==> config.mk <==
export PLATFORM = sky130hd
export DESIGN_NAME = col_sched
export DESIGN_NICKNAME = d
export VERILOG_FILES = /design/src/rtl/col_pkg.sv /design/src/rtl/stall_timer.sv /design/src/rtl/col_sched.sv
export SDC_FILE = /design/constraint.sdc
export NUM_CORES = 1
export LEC_CHECK = 0
export BUFFER_PORTS_ARGS = -buffer_cell sky130_fd_sc_hd__buf_4
export CAP_MARGIN = 25
export CORE_MARGIN = 1
export CORE_UTILIZATION = 52
export CTS_BUF_LIST = sky130_fd_sc_hd__clkbuf_4
export DETAILED_ROUTE_END_ITERATION = 8
export PLACE_DENSITY_LB_ADDON = 0.05
export SLEW_MARGIN = 10
export SYNTH_ARGS = -nofsm -noshare
export SYNTH_HDL_FRONTEND = slang
export SYNTH_SLANG_ARGS = --single-unit
==> constraint.sdc <==
create_clock -name clock -period 1.9 [get_ports clock]
set_input_delay 0.095 -clock clock [delete_from_list [all_inputs] [get_ports clock]]
set_output_delay 0.095 -clock clock [all_outputs]
set_load 0.05 [all_outputs]
==> src/rtl/col_pkg.sv <==
// Shared types and defaults for the column-pipeline frame sequencer.
package col_pkg;

  localparam int unsigned NCOL_DEF = 256;

  typedef enum logic [2:0] {
    StIdle,
    StInit,
    StRun,
    StDone,
    StErr
  } sched_state_t;

  typedef enum logic [1:0] {
    ERR_NONE       = 2'd0,
    ERR_EARLY_LAST = 2'd1,
    ERR_NO_LAST    = 2'd2,
    ERR_TIMEOUT    = 2'd3
  } err_code_t;

endpackage

==> src/rtl/stall_timer.sv <==
// Watchdog for the RUN phase: counts consecutive stalled cycles and flags the
// cycle on which the count reaches TIMEOUT-1. TIMEOUT must be at least 2.
module stall_timer #(
  parameter int unsigned TIMEOUT = 4096
) (
  input  logic clock,
  input  logic reset_n,
  input  logic clear,
  input  logic enable,
  output logic expire
);

  localparam int unsigned CntW = (TIMEOUT > 2) ? $clog2(TIMEOUT) : 1;
  localparam logic [CntW-1:0] ExpireAt = CntW'(TIMEOUT - 2);

  logic [CntW-1:0] cnt_q;

  always_ff @(posedge clock) begin
    if (!reset_n) begin
      cnt_q <= '0;
    end else if (clear) begin
      cnt_q <= '0;
    end else if (enable) begin
      cnt_q <= cnt_q + 1'b1;
    end
  end

  // Fires on the stalled cycle whose increment would land on TIMEOUT-1.
  assign expire = enable && (cnt_q == ExpireAt);

endmodule

==> src/rtl/col_sched.sv <==
// Frame sequencer for the column pipeline: holds stages in init between frames,
// drives the final-stage request, counts columns and strobes per-column writes.
module col_sched
  import col_pkg::*;
#(
  parameter int unsigned NCOL     = NCOL_DEF,
  parameter int unsigned INIT_CYC = 2,
  parameter int unsigned TIMEOUT  = 4096,
  parameter bit          AUTO_DEF = 1'b0
) (
  input  logic                    clock,
  input  logic                    reset_n,
  input  logic                    start,
  input  logic                    auto_en,
  input  logic                    sink_hold,
  input  logic                    sink_rdy,
  input  logic                    sink_last,
  output logic                    init,
  output logic                    sink_req,
  output logic                    wr_en,
  output logic [$clog2(NCOL)-1:0] wr_addr,
  output logic                    wr_last,
  output logic                    busy,
  output logic                    done,
  output logic                    error,
  output logic [1:0]              err_code,
  output logic [15:0]             frame_cnt
);

  localparam int unsigned ColW = $clog2(NCOL);
  localparam int unsigned IcW  = (INIT_CYC > 1) ? $clog2(INIT_CYC) : 1;
  localparam logic [ColW-1:0] ColLast  = ColW'(NCOL - 1);
  localparam logic [IcW-1:0]  InitLoad = IcW'(INIT_CYC - 1);

  sched_state_t    state_q;
  logic [IcW-1:0]  init_cnt_q;
  logic [ColW-1:0] col_idx_q;
  err_code_t       err_q;
  logic [15:0]     frame_q;
  logic            auto_q;
  logic            wr_en_q;
  logic            wr_last_q;
  logic [ColW-1:0] wr_addr_q;

  logic accept;
  logic last_col;
  logic go_init;
  logic wd_clear;
  logic wd_enable;
  logic wd_expire;

  assign sink_req  = (state_q == StRun) && !sink_hold;
  assign accept    = sink_req && sink_rdy;
  assign last_col  = (col_idx_q == ColLast);
  assign wd_clear  = (state_q != StRun) || accept;
  assign wd_enable = (state_q == StRun) && !accept;

  // auto_q is the registered auto-restart enable; only DONE honours it.
  assign go_init = ((state_q == StIdle) && start) ||
                   ((state_q == StDone) && (start || auto_q)) ||
                   ((state_q == StErr) && start);

  stall_timer #(
    .TIMEOUT(TIMEOUT)
  ) u_stall_timer (
    .clock  (clock),
    .reset_n(reset_n),
    .clear  (wd_clear),
    .enable (wd_enable),
    .expire (wd_expire)
  );

  always_ff @(posedge clock) begin
    if (!reset_n) begin
      state_q    <= StIdle;
      init_cnt_q <= '0;
      col_idx_q  <= '0;
      err_q      <= ERR_NONE;
      frame_q    <= '0;
      auto_q     <= AUTO_DEF;
      wr_en_q    <= 1'b0;
      wr_last_q  <= 1'b0;
      wr_addr_q  <= '0;
    end else begin
      auto_q    <= auto_en;
      wr_en_q   <= accept;
      wr_last_q <= accept && sink_last;
      if (accept) begin
        wr_addr_q <= col_idx_q;
      end

      if (go_init) begin
        state_q    <= StInit;
        init_cnt_q <= InitLoad;
        err_q      <= ERR_NONE;
      end else begin
        unique case (state_q)
          StInit: begin
            col_idx_q <= '0;
            if (init_cnt_q == '0) begin
              state_q <= StRun;
            end else begin
              init_cnt_q <= init_cnt_q - 1'b1;
            end
          end
          StRun: begin
            if (accept) begin
              if (sink_last) begin
                if (last_col) begin
                  state_q <= StDone;
                  frame_q <= frame_q + 16'd1;
                end else begin
                  state_q <= StErr;
                  err_q   <= ERR_EARLY_LAST;
                end
              end else if (last_col) begin
                state_q <= StErr;
                err_q   <= ERR_NO_LAST;
              end else begin
                col_idx_q <= col_idx_q + 1'b1;
              end
            end else if (wd_expire) begin
              state_q <= StErr;
              err_q   <= ERR_TIMEOUT;
            end
          end
          default: ;
        endcase
      end
    end
  end

  assign init      = (state_q != StRun);
  assign busy      = (state_q == StInit) || (state_q == StRun);
  assign done      = (state_q == StDone);
  assign error     = (state_q == StErr);
  assign err_code  = err_q;
  assign frame_cnt = frame_q;
  assign wr_en     = wr_en_q;
  assign wr_last   = wr_last_q;
  assign wr_addr   = wr_addr_q;

endmodule

==> run_results.csv <==
group,metric,value,unit
finish,drive_above_1_share,0.277,
finish,diodes,0,
yosys,synth_top_family_by_area,"simple AND/OR/NAND/NOR gates",
yosys,yosysWarnings,0,
global_routing,antenna_found_initial,0,
cts,cts_sinks,53,
place,port_buffers,39,
power,fin_total_pwr,1.78,mW
yosys,synth_mux_area_frac,0.00421,
sta,fin_worst_skew,0.0139,ns
setup_path,slowest_delay,0.60,ns
routing,vias,2284,
power,power_per_cell_area,588,nW/um^2
yosys,synth_xor_area_frac,0.0406,
floorplanning,initial_core_util,0.542,
power,p_leak,1.09,nW
routing,wl_per_cell,13.7,um
yosys,ys_seq_area_frac,0.447,
power,swShare,0.235,
sta,fin_ws,-0.0162,ns
cts,cts_buffer_depth,2,
cts,postCtsSetupBuffers,0,
hold_path,whs_path_depth,3,
sta,worst_pin_slew,0.499,ns
routing,wl,5.46,mm
yosys,yosys.area_share.adder,0.0211,
run,cap_violations,0,
power,p_switching,417,uW
setup_path,reg2reg_slack,-0.02,ns
place,detailed_place_hpwl,3.91,mm
routing,drtPass1Iterations,4,
hold_path,hold_class,"in -> reg",
power,p_int,1.36,mW
sta,period_share,1.01,
yosys,yosysTopAreaCell,"dfxtp_1",
setup_path,reg2reg_depth,5,
setup_path,crit_type,"reg -> reg",
setup_path,cp_max_fo,10,
sta,relSlewSlack,0.667,
setup_path,start_kind,"flop",
floorplanning,die_w,69.6,um
run_status,violations,"setup timing",
routing,routed_via_density,5.74,
power,pwr-share-seq,0.633,
global_routing,grt_pass1_vias,2098,
sta,finalHoldViolCount,0,
hold_path,whs_endpoint,"wr_last",
yosys,synth_top_area_frac,0.447,
sta,fin_crit,1.92,ns
place,pre_cts_slack,0.0155,ns
yosys,synth_cells,282,
global_routing,gr-total-overflow,0,
setup_path,path_cells,"ha_4 -> nand3_4 -> or4_4 -> or4_1 -> a21oi_1",
cts,cts_tree,"yes",
floorplanning,coreArea,4380,sq um
sta,final_max_slew_viol_count,0,
setup_path,slowest_stage,"or4_4",
yosys,async_reset_ff_frac,0,
setup_path,r2r_start,"col_idx_q[1]",
setup_path,arrival,2.22,ns
yosys,synth_compound_area_frac,0.159,
floorplanning,die_h,69.6,um
yosys,synthSimpleGateAreaFrac,0.297,
routing,ant_nets,0,
finish,syn2layout_area_growth,27.1,%
cts,htreeDepth,2,
global_routing,grt_max_degree,29,
sta,fmax,522,MHz
yosys,avgSynthCellArea,8.42,sq um
power,power.share.clock,0.293,
run_status,run_status,"finished with violations",
floorplanning,dieArea,4840,sq um
place,place_congestion,0.810,
yosys,syn_nets,293,
power,combPwrFrac,0.075,
sta,setup_viol,1,
power,ir_drop,0.000386,V
sta,rsz0062_at_grt,"yes",
yosys,synth_edf_count,0,
setup_path,critPathLaunch,"col_idx_q[1]",
hold_path,hold_start,"sink_rdy",
global_routing,track_usage,0.231,
yosys,synth_flop_cell,"dfxtp_1",
setup_path,cp.required,2.20,ns
yosys,synth_top_cells_by_area,"dfxtp_1 (45%), a21oi_1 (7.2%), nand2_1 (4.9%), nand3_1 (3.6%), or4_1 (3.5%)",
routing,initialDrtViolationCount,164,
finish,nNetsFinal,356,
yosys,ys_ff_latch,53,
cts,clock-root-buffer,"clkbuf_4",
setup_path,critPathCaptureType,"flop",
yosys,syn-cell-area,2370,sq um
cts,cts_buffers,5,
yosys,synth_cell_types,42,
cts,clkTransAtPathRegs,0.15,ns
setup_path,r2r-end,"frame_cnt[7]",
global_routing,grt_pass1_wl,9.10,mm
floorplanning,rows,24,
routing,drcViolationCount,0,
cts,clk_latency,0.37,ns
floorplanning,ioPinCount,40,
[worst max-delay path by stage]
stage	slack (ns)	cells after the start	end
after floorplan	-0.04	6	frame_cnt[9]
after global placement	0.06	5	frame_cnt[5]
after detailed placement	0.02	5	frame_cnt[7]
after CTS	-0.01	5	frame_cnt[7]
after global routing	-0.06	5	frame_cnt[7]
final	-0.02	5	frame_cnt[7]
[what timing repair did]
| item | in CTS | in global routing |
|---|---|---|
| hold endpoints to repair | 2 | 0 |
| hold buffers | 3 | 0 |
| setup endpoints to repair | 1 | 13 |
| pin swaps | 0 | 1 |
| resized for setup | 0 | 2 |
| cloned | 0 | 0 |
[sequential cells by signal, summed over array words and instances (netlist names)]
signal	cells
wr_addr	8
u_stall_timer.cnt_q	12
wr_last	1
frame_cnt	16
init_cnt_q	1
wr_en	1
col_idx_q	8
state_q	3
err_code	2
auto_q	1
[cells in the final DEF, fill, tap and decap left out, types with 4 or more instances in the layout]
| cell type | n |
|---|---|
| a21oi_1 | 34 |
| and4_1 | 4 |
| buf_4 | 61 |
| clkbuf_4 | 8 |
| dfxtp_1 | 38 |
| dfxtp_2 | 14 |
| inv_1 | 9 |
| nand2_1 | 31 |
| nand3_1 | 16 |
| nand4_1 | 9 |
| nor2_1 | 19 |
| nor3_1 | 6 |
| o21ai_0 | 11 |
| o31ai_1 | 7 |
| or3_1 | 11 |
| or4_1 | 8 |
| xnor2_1 | 5 |
| xor2_1 | 6 |
[cell families (layout without fill, tap and decap cells)]
logic type	count (synthesis)	in the layout
compound gates	65	65
buf+inv	19	83
flops	53	53
xor+xnor	11	11
mux	1	1
simple gates	129	129
fa+ha+maj	4	4
[metal layers]
layer / up-vias / routed length, um / GRT usage
li1: 1162 / - / -
met1: 1061 / 2540 / 0.296
met2: 54 / 2590 / 0.378
met3: 7 / 252 / 0.0552
met4: 0 / 80 / 0.0862
met5: - / 0 / 0
[worst max-delay path: cells and delay by family (launching register included)]
kind                       cells  cell delay (ns)
AOI/OAI and AO/OA              1             0.16
DFF                            1             0.38
adders and majority gates      1             0.14
and+or+nand+nor                3             1.17
[cell type report]
type,count,area [sq um]
clock buffer,8,60.1
fill,393,1370
inverter,11,41.3
multi-input combinational,210,1280
sequential,53,1080
tap,52,65.1
timing repair buffer,64,488
[synthesized netlist by cell type, drive strengths merged, types with 2 or more instances]
| master | number |
|---|---|
| a211oi | 3 |
| a21oi | 34 |
| and2 | 3 |
| and3 | 3 |
| and4 | 4 |
| buf | 4 |
| clkbuf | 4 |
| dfxtp | 53 |
| ha | 4 |
| inv | 11 |
| nand2 | 31 |
| nand2b | 2 |
| nand3 | 17 |
| nand4 | 9 |
| nand4b | 2 |
| nor2 | 19 |
| nor3 | 6 |
| nor3b | 3 |
| nor4 | 2 |
| o21a | 2 |
| o21ai | 11 |
| o311ai | 2 |
| o31ai | 7 |
| or3 | 11 |
| or3b | 2 |
| or4 | 11 |
| xnor2 | 5 |
| xor2 | 6 |
[per-stage QoR]
step,utilization,cells,cell area [sq um],TNS (ns),hold slack [ns]
after floorplan,-,282,2460,-0.0368,0.212
after global placement,0.666,387,2920,0,0.302
after detailed placement,0.666,387,2920,0,0.309
after CTS,0.686,398,3010,-0.0103,0.0755
after global routing,0.689,398,3020,-0.203,0.101
final,0.689,398,3020,-0.0162,0.110
[power groups by stage]
stage,registers (mW),clock network [mW],logic [mW]
after global placement,1.15,0,0.124
after detailed placement,1.15,0,0.126
after global routing,1.13,0.580,0.143
after CTS,1.12,0.541,0.131
final,1.12,0.520,0.132
after floorplan,1.15,0,0.0786
Note: power is estimated with default switching activity, not from simulation.
